File: src/rtl/alu_seq.sv
// Multi-cycle ALU with start/busy/done handshake, iterative 1-bit/cycle shifter
// and an optional iterative shift-add multiplier enabled by defining ALU_MUL_EN.
module alu_seq #(
    parameter int XLEN = 32
) (
    input  logic            clk,
    input  logic            reset,
    input  logic            start,
    input  logic [XLEN-1:0] a,
    input  logic [XLEN-1:0] b,
    input  logic [3:0]      alucontrol,
    output logic            busy,
    output logic            done,
    output logic [XLEN-1:0] result,
    output logic            zero
);
    localparam int SHW = $clog2(XLEN);

    localparam logic [3:0] OP_ADD  = 4'b0000;
    localparam logic [3:0] OP_SUB  = 4'b0001;
    localparam logic [3:0] OP_AND  = 4'b0010;
    localparam logic [3:0] OP_OR   = 4'b0011;
    localparam logic [3:0] OP_XOR  = 4'b0100;
    localparam logic [3:0] OP_SLT  = 4'b0101;
    localparam logic [3:0] OP_SLTU = 4'b0110;
    localparam logic [3:0] OP_SLL  = 4'b0111;
    localparam logic [3:0] OP_SRL  = 4'b1000;
    localparam logic [3:0] OP_SRA  = 4'b1001;
`ifdef ALU_MUL_EN
    localparam logic [3:0] OP_MUL  = 4'b1010;
`endif

`ifdef ALU_MUL_EN
    typedef enum logic [1:0] {IDLE, SHIFT, MUL} state_t;
`else
    typedef enum logic [1:0] {IDLE, SHIFT} state_t;
`endif

    state_t          state, state_nxt;
    logic [XLEN-1:0] acc, acc_nxt;
    logic [SHW-1:0]  cnt, cnt_nxt;
    logic [3:0]      op_q, op_nxt;
    logic [XLEN-1:0] result_nxt;
    logic            done_nxt;
    logic [XLEN-1:0] alu_val;
    logic [SHW-1:0]  shamt;
    logic            is_shift;
`ifdef ALU_MUL_EN
    logic [XLEN-1:0] mcand, mcand_nxt;
    logic [XLEN-1:0] mplier, mplier_nxt;
    logic [XLEN-1:0] mstep;
`endif

    function automatic logic [XLEN-1:0] shift1(input logic [3:0] op, input logic [XLEN-1:0] v);
        case (op)
            OP_SLL:  shift1 = {v[XLEN-2:0], 1'b0};
            OP_SRL:  shift1 = {1'b0, v[XLEN-1:1]};
            default: shift1 = {v[XLEN-1], v[XLEN-1:1]};
        endcase
    endfunction

    assign shamt    = b[SHW-1:0];
    assign is_shift = (alucontrol == OP_SLL) || (alucontrol == OP_SRL) || (alucontrol == OP_SRA);
    assign busy     = (state != IDLE);

    // Single-cycle results; shifts land here only when shamt is 0 or 1.
    always_comb begin
        alu_val = '0;
        case (alucontrol)
            OP_ADD:  alu_val = a + b;
            OP_SUB:  alu_val = a - b;
            OP_AND:  alu_val = a & b;
            OP_OR:   alu_val = a | b;
            OP_XOR:  alu_val = a ^ b;
            OP_SLT:  alu_val = {{(XLEN-1){1'b0}}, $signed(a) < $signed(b)};
            OP_SLTU: alu_val = {{(XLEN-1){1'b0}}, a < b};
            OP_SLL, OP_SRL, OP_SRA:
                     alu_val = (shamt == '0) ? a : shift1(alucontrol, a);
            default: alu_val = '0;
        endcase
    end

`ifdef ALU_MUL_EN
    assign mstep = mplier[0] ? mcand : '0;
`endif

    // The first shift/multiply step is taken on the accept edge, so an
    // n-step op reports done n cycles after it was accepted.
    always_comb begin
        state_nxt  = state;
        acc_nxt    = acc;
        cnt_nxt    = cnt;
        op_nxt     = op_q;
        result_nxt = result;
        done_nxt   = 1'b0;
`ifdef ALU_MUL_EN
        mcand_nxt  = mcand;
        mplier_nxt = mplier;
`endif
        case (state)
            IDLE: begin
                if (start) begin
                    op_nxt = alucontrol;
                    if (is_shift && shamt > SHW'(1)) begin
                        acc_nxt   = shift1(alucontrol, a);
                        cnt_nxt   = shamt - SHW'(1);
                        state_nxt = SHIFT;
`ifdef ALU_MUL_EN
                    end else if (alucontrol == OP_MUL) begin
                        acc_nxt    = b[0] ? a : '0;
                        mcand_nxt  = {a[XLEN-2:0], 1'b0};
                        mplier_nxt = {1'b0, b[XLEN-1:1]};
                        cnt_nxt    = SHW'(XLEN-1);
                        state_nxt  = MUL;
`endif
                    end else begin
                        result_nxt = alu_val;
                        done_nxt   = 1'b1;
                    end
                end
            end
            SHIFT: begin
                acc_nxt = shift1(op_q, acc);
                cnt_nxt = cnt - SHW'(1);
                if (cnt == SHW'(1)) begin
                    result_nxt = shift1(op_q, acc);
                    done_nxt   = 1'b1;
                    state_nxt  = IDLE;
                end
            end
`ifdef ALU_MUL_EN
            MUL: begin
                acc_nxt    = acc + mstep;
                mcand_nxt  = {mcand[XLEN-2:0], 1'b0};
                mplier_nxt = {1'b0, mplier[XLEN-1:1]};
                cnt_nxt    = cnt - SHW'(1);
                if (cnt == SHW'(1)) begin
                    result_nxt = acc + mstep;
                    done_nxt   = 1'b1;
                    state_nxt  = IDLE;
                end
            end
`endif
            default: state_nxt = IDLE;
        endcase
    end

    always_ff @(posedge clk or posedge reset) begin
        if (reset) begin
            state  <= IDLE;
            acc    <= '0;
            cnt    <= '0;
            op_q   <= '0;
            result <= '0;
            zero   <= 1'b1;
            done   <= 1'b0;
`ifdef ALU_MUL_EN
            mcand  <= '0;
            mplier <= '0;
`endif
        end else begin
            state  <= state_nxt;
            acc    <= acc_nxt;
            cnt    <= cnt_nxt;
            op_q   <= op_nxt;
            result <= result_nxt;
            zero   <= ~|result_nxt;
            done   <= done_nxt;
`ifdef ALU_MUL_EN
            mcand  <= mcand_nxt;
            mplier <= mplier_nxt;
`endif
        end
    end
endmodule

File: config.mk
export PLATFORM = sky130hd
export DESIGN_NAME = alu_seq
export DESIGN_NICKNAME = d
export VERILOG_FILES = /design/src/rtl/alu_seq.sv
export SDC_FILE = /design/constraint.sdc
export NUM_CORES = 1
export LEC_CHECK = 0
export CAP_MARGIN = 10
export CORE_ASPECT_RATIO = 1.5
export CORE_MARGIN = 2
export CORE_UTILIZATION = 26
export CTS_BUF_LIST = sky130_fd_sc_hd__clkbuf_4 sky130_fd_sc_hd__clkbuf_8 sky130_fd_sc_hd__clkbuf_16
export DETAILED_ROUTE_END_ITERATION = 8
export PLACE_DENSITY_LB_ADDON = 0.2
export SLEW_MARGIN = 10
export SYNTH_ARGS = -nofsm -noshare
export SYNTH_HDL_FRONTEND = slang
export SYNTH_SLANG_ARGS = --single-unit
File: constraint.sdc
create_clock -name clk -period 3.85 [get_ports clk]
set_clock_uncertainty 0.2 [all_clocks]
set_input_delay 0.77 -clock clk [delete_from_list [all_inputs] [get_ports clk]]
set_output_delay 0.77 -clock clk [all_outputs]
set_load 0.05 [all_outputs]
# == Word-level counts from Yosys, hierarchy flattened ==
# Index checks and enable logic that the tools add are counted.
# totals
n_memories,0
mem_bits_rw,0
latch_bits,0
reg_bits,77
wordCells,69
romBits,0
# op_classes
add_sub_neg,4
n_eq_ne,16
reduce_logical,14
muxes,22
mul,0
magnitude_cmp,3
div_mod_pow,0
n_bitwise,3
shift,0
# op_table
operator,count
32-bit one-hot mux with 2 select lines,4
32-bit one-hot mux with 8 select lines,1
32-bit two-way mux,6
32-bit less-than comparator,2
32-bit adder,1
32-bit bitwise AND,1
32-bit bitwise OR,1
32-bit OR reduction,1
32-bit subtractor,1
32-bit XOR,1
"4-bit by 3-bit == test with 1-bit output, second input constant",5
"4-bit == test, second input constant",3
5-bit two-way mux,2
5-bit one-hot mux with 2 select lines,1
"5-bit by 1-bit subtractor with 5-bit output, second input constant",2
"4-bit by 2-bit == test with 1-bit output, second input constant",2
2-bit two-way mux,3
"2-bit inequality test, second input constant",3
3-bit AND reduction,2
"5-bit by 1-bit == test with 1-bit output, second input constant",1
"5-bit by 1-bit > comparator with 1-bit output, second input constant",1
5-bit zero test,1
"4-bit by 1-bit == test with 1-bit output, second input constant",1
4-bit zero test,1
11 further kinds,15

# == Logic depth before layout (Yosys ltp) ==
# logic_depth
depth_word,9
mapped_depth,16
ltp_nobuf,14

# == Worst setup path after synthesis ==
# OpenSTA, ideal clock, no wires.
# synth_timing
kind,input to register
from,in b[3]
to,reg zero
setup_slack_ns,0.054
setup_ns,0.063
t_arrival_ns,3.533
stages,13
cell_sequence,inv_1 ha_1 clkbuf_1 nand4_1 a211oi_1 o21ai_0 a31oi_1 nor2_1 nor3_1 nor3_1 or3_1 nor4_1 and4bb_1
# synth_between
elab_chain_cells,8
# synth_rtl
item,line_no,text
"start, declared",10,"input logic [XLEN-1:0] b,"
"parallel branches: the longest is 3 deep, another holds 32-bit subtractor",--,
32-bit two-way mux (*),104,if (is_shift && shamt > SHW'(1)) begin
32-bit two-way mux (*),102,if (start) begin
32-bit one-hot mux with 2 select lines (*),100,case (state)
via result_nxt[23],43,logic [XLEN-1:0] result_nxt;
32-bit OR reduction (*),167,zero <= ~|result_nxt;
1-bit zero test (*),167,
"end signal, assigned",167,
"end, declared",15,output logic zero
# Mark *: on every way through the listed nets, which the timed path passes.
# A chain may end at the register's enable or synchronous reset.

# == Final worst setup path ==
# layout_timing
from,in b[1]
to,reg zero
# The elaborated chain is that of the path after synthesis.

==> results.py <==
metrics = {
    "status": {
        "outcome": "finished, violations left",
        "violations": "negative setup slack",
    },
    "global_route": {
        "antenna_found_initial": 0,
        "grt_pass1_wl_um": 90190,
        "grt_overflow": 0,
        "grt_max_degree": 49,
        "grt_use_total_pct": 28.26,
        "grt_pass1_vias": 14770,
    },
    "cts": {
        "htreeDepth": 3,
        "clockBufferDepth": 2,
        "cts-root-buf": "clkbuf_16",
        "cts-buffers-inserted": 9,
        "cts_tree": "done",
        "clk_latency_ns": 0.36,
        "clkTransAtPathRegs_ns": 0.06,
        "clock_sinks": 76,
    },
    "synthesis": {
        "ys_top_cells_by_count": "162 x nor2_1, 156 x nand2_1, 144 x a21oi_1",
        "synth_ff_type": "dfrtp_1",
        "netlist_area_um2": 10630,
        "yosysSeqAreaShare_pct": 17.91,
        "synth_top_area_share_pct": 17.66,
        "synth-seq-cells": 76,
        "synth_area_leaders": "dfrtp_1 18%, ha_1 12%, a21oi_1 6.8%",
        "syn_avg_cell_area_um2": 7.122,
        "synth_nets": 1666,
        "synth.most_common_cell": "nor2_1",
        "ys_async_sr_fraction_pct": 100.0,
        "synth_warnings": 0,
        "synth_edf_count": 0,
        "synth_area_leader_cell": "dfrtp_1",
        "synthCells": 1492,
        "synthDistinctLibCells": 83,
    },
    "critical_path": {
        "reg2reg_depth": 15,
        "crit_arrival_ns": 3.99,
        "crit_buf_inv": 4,
        "critical_path.cell_chain": "buf_8 > inv_6 > buf_6 > ha_4 > a21o_1 > nand4_1 > a211oi_4 > o21ai_2 > buf_4 > a211o_4 > nor2_2 > o211ai_1 > o31a_1 > nand3b_1 > nor4_2 > and4bb_1",
        "crit_path_start_kind": "input pin",
        "crit_slowest_cell": "a211oi_4",
        "worstSetupEndpointType": "flop",
        "r2r_end": "zero$_DFF_PP1_",
        "r2r-start": "cnt[1]$_DFFE_PP0P_",
        "cp_max_fo": 4,
        "crit_type": "input pin to flop",
        "cpPeakStageDelay_ns": 0.42,
        "r2r_slack_ns": 0.18,
        "critical_path.top_delay_family": "compound AO/OA/AOI/OAI gates",
        "required_ns": 3.95,
    },
    "floorplanning": {
        "core_um2": 40310,
        "dieArea_um2": 42540,
        "die_w_um": 169.1,
        "pin_count": 106,
        "rows": 90,
        "die_y_um": 251.6,
        "start_util_pct": 26.36,
    },
    "final_layout": {
        "fillerInstances": 4198,
        "layout-drive-gt1-share_pct": 41.08,
        "fin_nets": 2304,
        "area_delta_synth_final_pct": 72.42,
        "antenna_cells": 0,
        "fin_area_um2": 18320,
    },
    "route": {
        "post_drt_wl_per_cell_um": 23.12,
        "drt-initial-drc-count": 1225,
        "drt_wl_total_um": 61050,
        "via_per_inst": 5.434,
        "vias": 14350,
        "drc": 0,
        "ant_nets": 0,
        "dr.pass1.iters": 7,
    },
    "sta": {
        "rsz0062_at_grt": "true",
        "layout_setup_ws_ns": -0.04122,
        "holdWs_ns": 0.3406,
        "post-route-period-util_pct": 101.1,
        "final-setup-viol-count": 1,
        "slew_headroom_pct": 27.28,
        "hold_viol": 0,
        "max_slew.worst_pin.slew_ns": 1.088,
        "drv_slew": 0,
        "max_freq_ghz": 0.2570,
        "period_minus_slack_ns": 3.891,
    },
    "power": {
        "p_seq_share_pct": 21.7,
        "p_int_mw": 3.599,
        "combinationalPowerShare_pct": 64.6,
        "sw_frac_of_total_pct": 46.27,
        "finalPower_mw": 6.699,
        "power_density_nw_per_um2": 365.6,
        "p_leak_nw": 8.382,
        "vdd_drop_max_v": 0.0002725,
        "power_switching_mw": 3.100,
        "clockPowerShare_pct": 13.7,
    },
    "run": {
        "max_cap_violations": 0,
    },
    "placement": {
        "port_buffers": 105,
        "placed_area_um2": 16180,
        "hpwl_um": 50060,
        "place_congestion": 1.014,
        "dp_slack_ns": -1.330,
    },
    "hold_path": {
        "hp-start": "acc[11]$_DFFE_PP0P_",
        "hold_path_end": "acc[11]$_DFFE_PP0P_",
        "hold_path.class": "flop to flop",
        "min_path_cells": 1,
    },
}
stage by stage:
step | setup TNS [ns] | utilization (%) | cells
2_1_floorplan | 0 | - | 1492
3_3_place_gp | -12.77 | 40.15 | 2556
3_5_place_dp | -13.66 | 40.15 | 2556
4_1_cts | -0.007697 | 44.77 | 2634
5_1_grt | -0.1631 | 45.45 | 2641
6_report | -0.04122 | 45.45 | 2641
power groups by stage:
stage	sequential, mW	clock (mW)	combinational, mW
floorplan	1.71	0	1.69
global placement	1.46	0	3.80
detailed placement	1.47	0	3.82
CTS	1.45	0.920	4.15
global route	1.49	0.953	4.60
finish	1.46	0.917	4.33
how the worst max path moves through the flow:
stage	start	endpoint	slack, ns	cells past startpoint
2_1_floorplan	b[3]	zero$_DFF_PP1_	0.05	13
3_3_place_gp	b[0]	zero$_DFF_PP1_	-1.27	17
4_1_cts	b[0]	zero$_DFF_PP1_	-0.008	17
6_report	b[1]	zero$_DFF_PP1_	-0.04	16
5_1_grt	b[1]	zero$_DFF_PP1_	-0.16	17
3_5_place_dp	b[0]	zero$_DFF_PP1_	-1.33	17
logic make-up after synthesis:
family                     share of synthesized area [%]
AOI/OAI and AO/OA                                  32.87
DFF                                                17.91
muxes                                              4.604
buffers and inverters                              7.712
adders and majority gates                          12.27
and+or+nand+nor                                    23.15
xor gates and xnor gates                           1.484
cells in the final DEF, fill, tap and decap left out, types with 9 or more instances in the layout:
master           count
clkdlybuf4s50_1     60
a221o_1             16
and2_1               9
dfrtp_1             74
a221oi_1            12
a211oi_2             9
a21o_1              18
mux2i_1             39
ha_1                71
clkbuf_16            9
a21boi_0            13
buf_2                9
nand2_1            156
nor2b_1             12
nor3_1              29
dlygate4sd2_1       19
o21ai_1              9
inv_1               76
ha_4                27
o21ai_0             70
buf_6               24
xnor2_1             16
inv_2               34
o22a_1               9
a21oi_1            126
o21a_1               9
o31ai_1             14
nand3_1             28
nor2_1             148
nand4_1             14
o211ai_1            20
nor2_2              11
o21bai_1            11
a31oi_1             19
buf_4              580
a21oi_2             17
o22ai_1             18
a211oi_1            19
buf_12              13
area by class of cell:
type | instances | area [um2] | share of cell area (%)
multi-input cells | 1206 | 9126 | 49.81
repair buffers | 724 | 5917 | 32.29
flip-flops and latches | 76 | 1904 | 10.39
well taps | 506 | 633.1 | 3.455
inverters | 113 | 432.9 | 2.363
clock buffers | 13 | 261.5 | 1.427
clock inverters | 3 | 47.55 | 0.2595
what timing repair did:
action	in CTS	in global routing
pin swaps	92	44
hold buffers	0	0
endpoints found under the hold margin	0	0
setup buffers	63	9
gates resized for setup	363	53
setup endpoints to repair	20	4
state kept, by name (all words and copies together), names as in the netlist:
signal / count
acc: 32
result: 32
zero: 1
done: 1
op_q: 4
cnt: 5
state: 1
metal layers:
metal	global-route usage (%)	up-vias	wire length [um]
li1	-	6737	-
met4	17.19	0	3991
met2	49.43	509	29950
met5	0	-	0
met1	33.16	6939	24300
met3	2.855	167	2807
No activity file was read; power rests on OpenSTA's default activity.
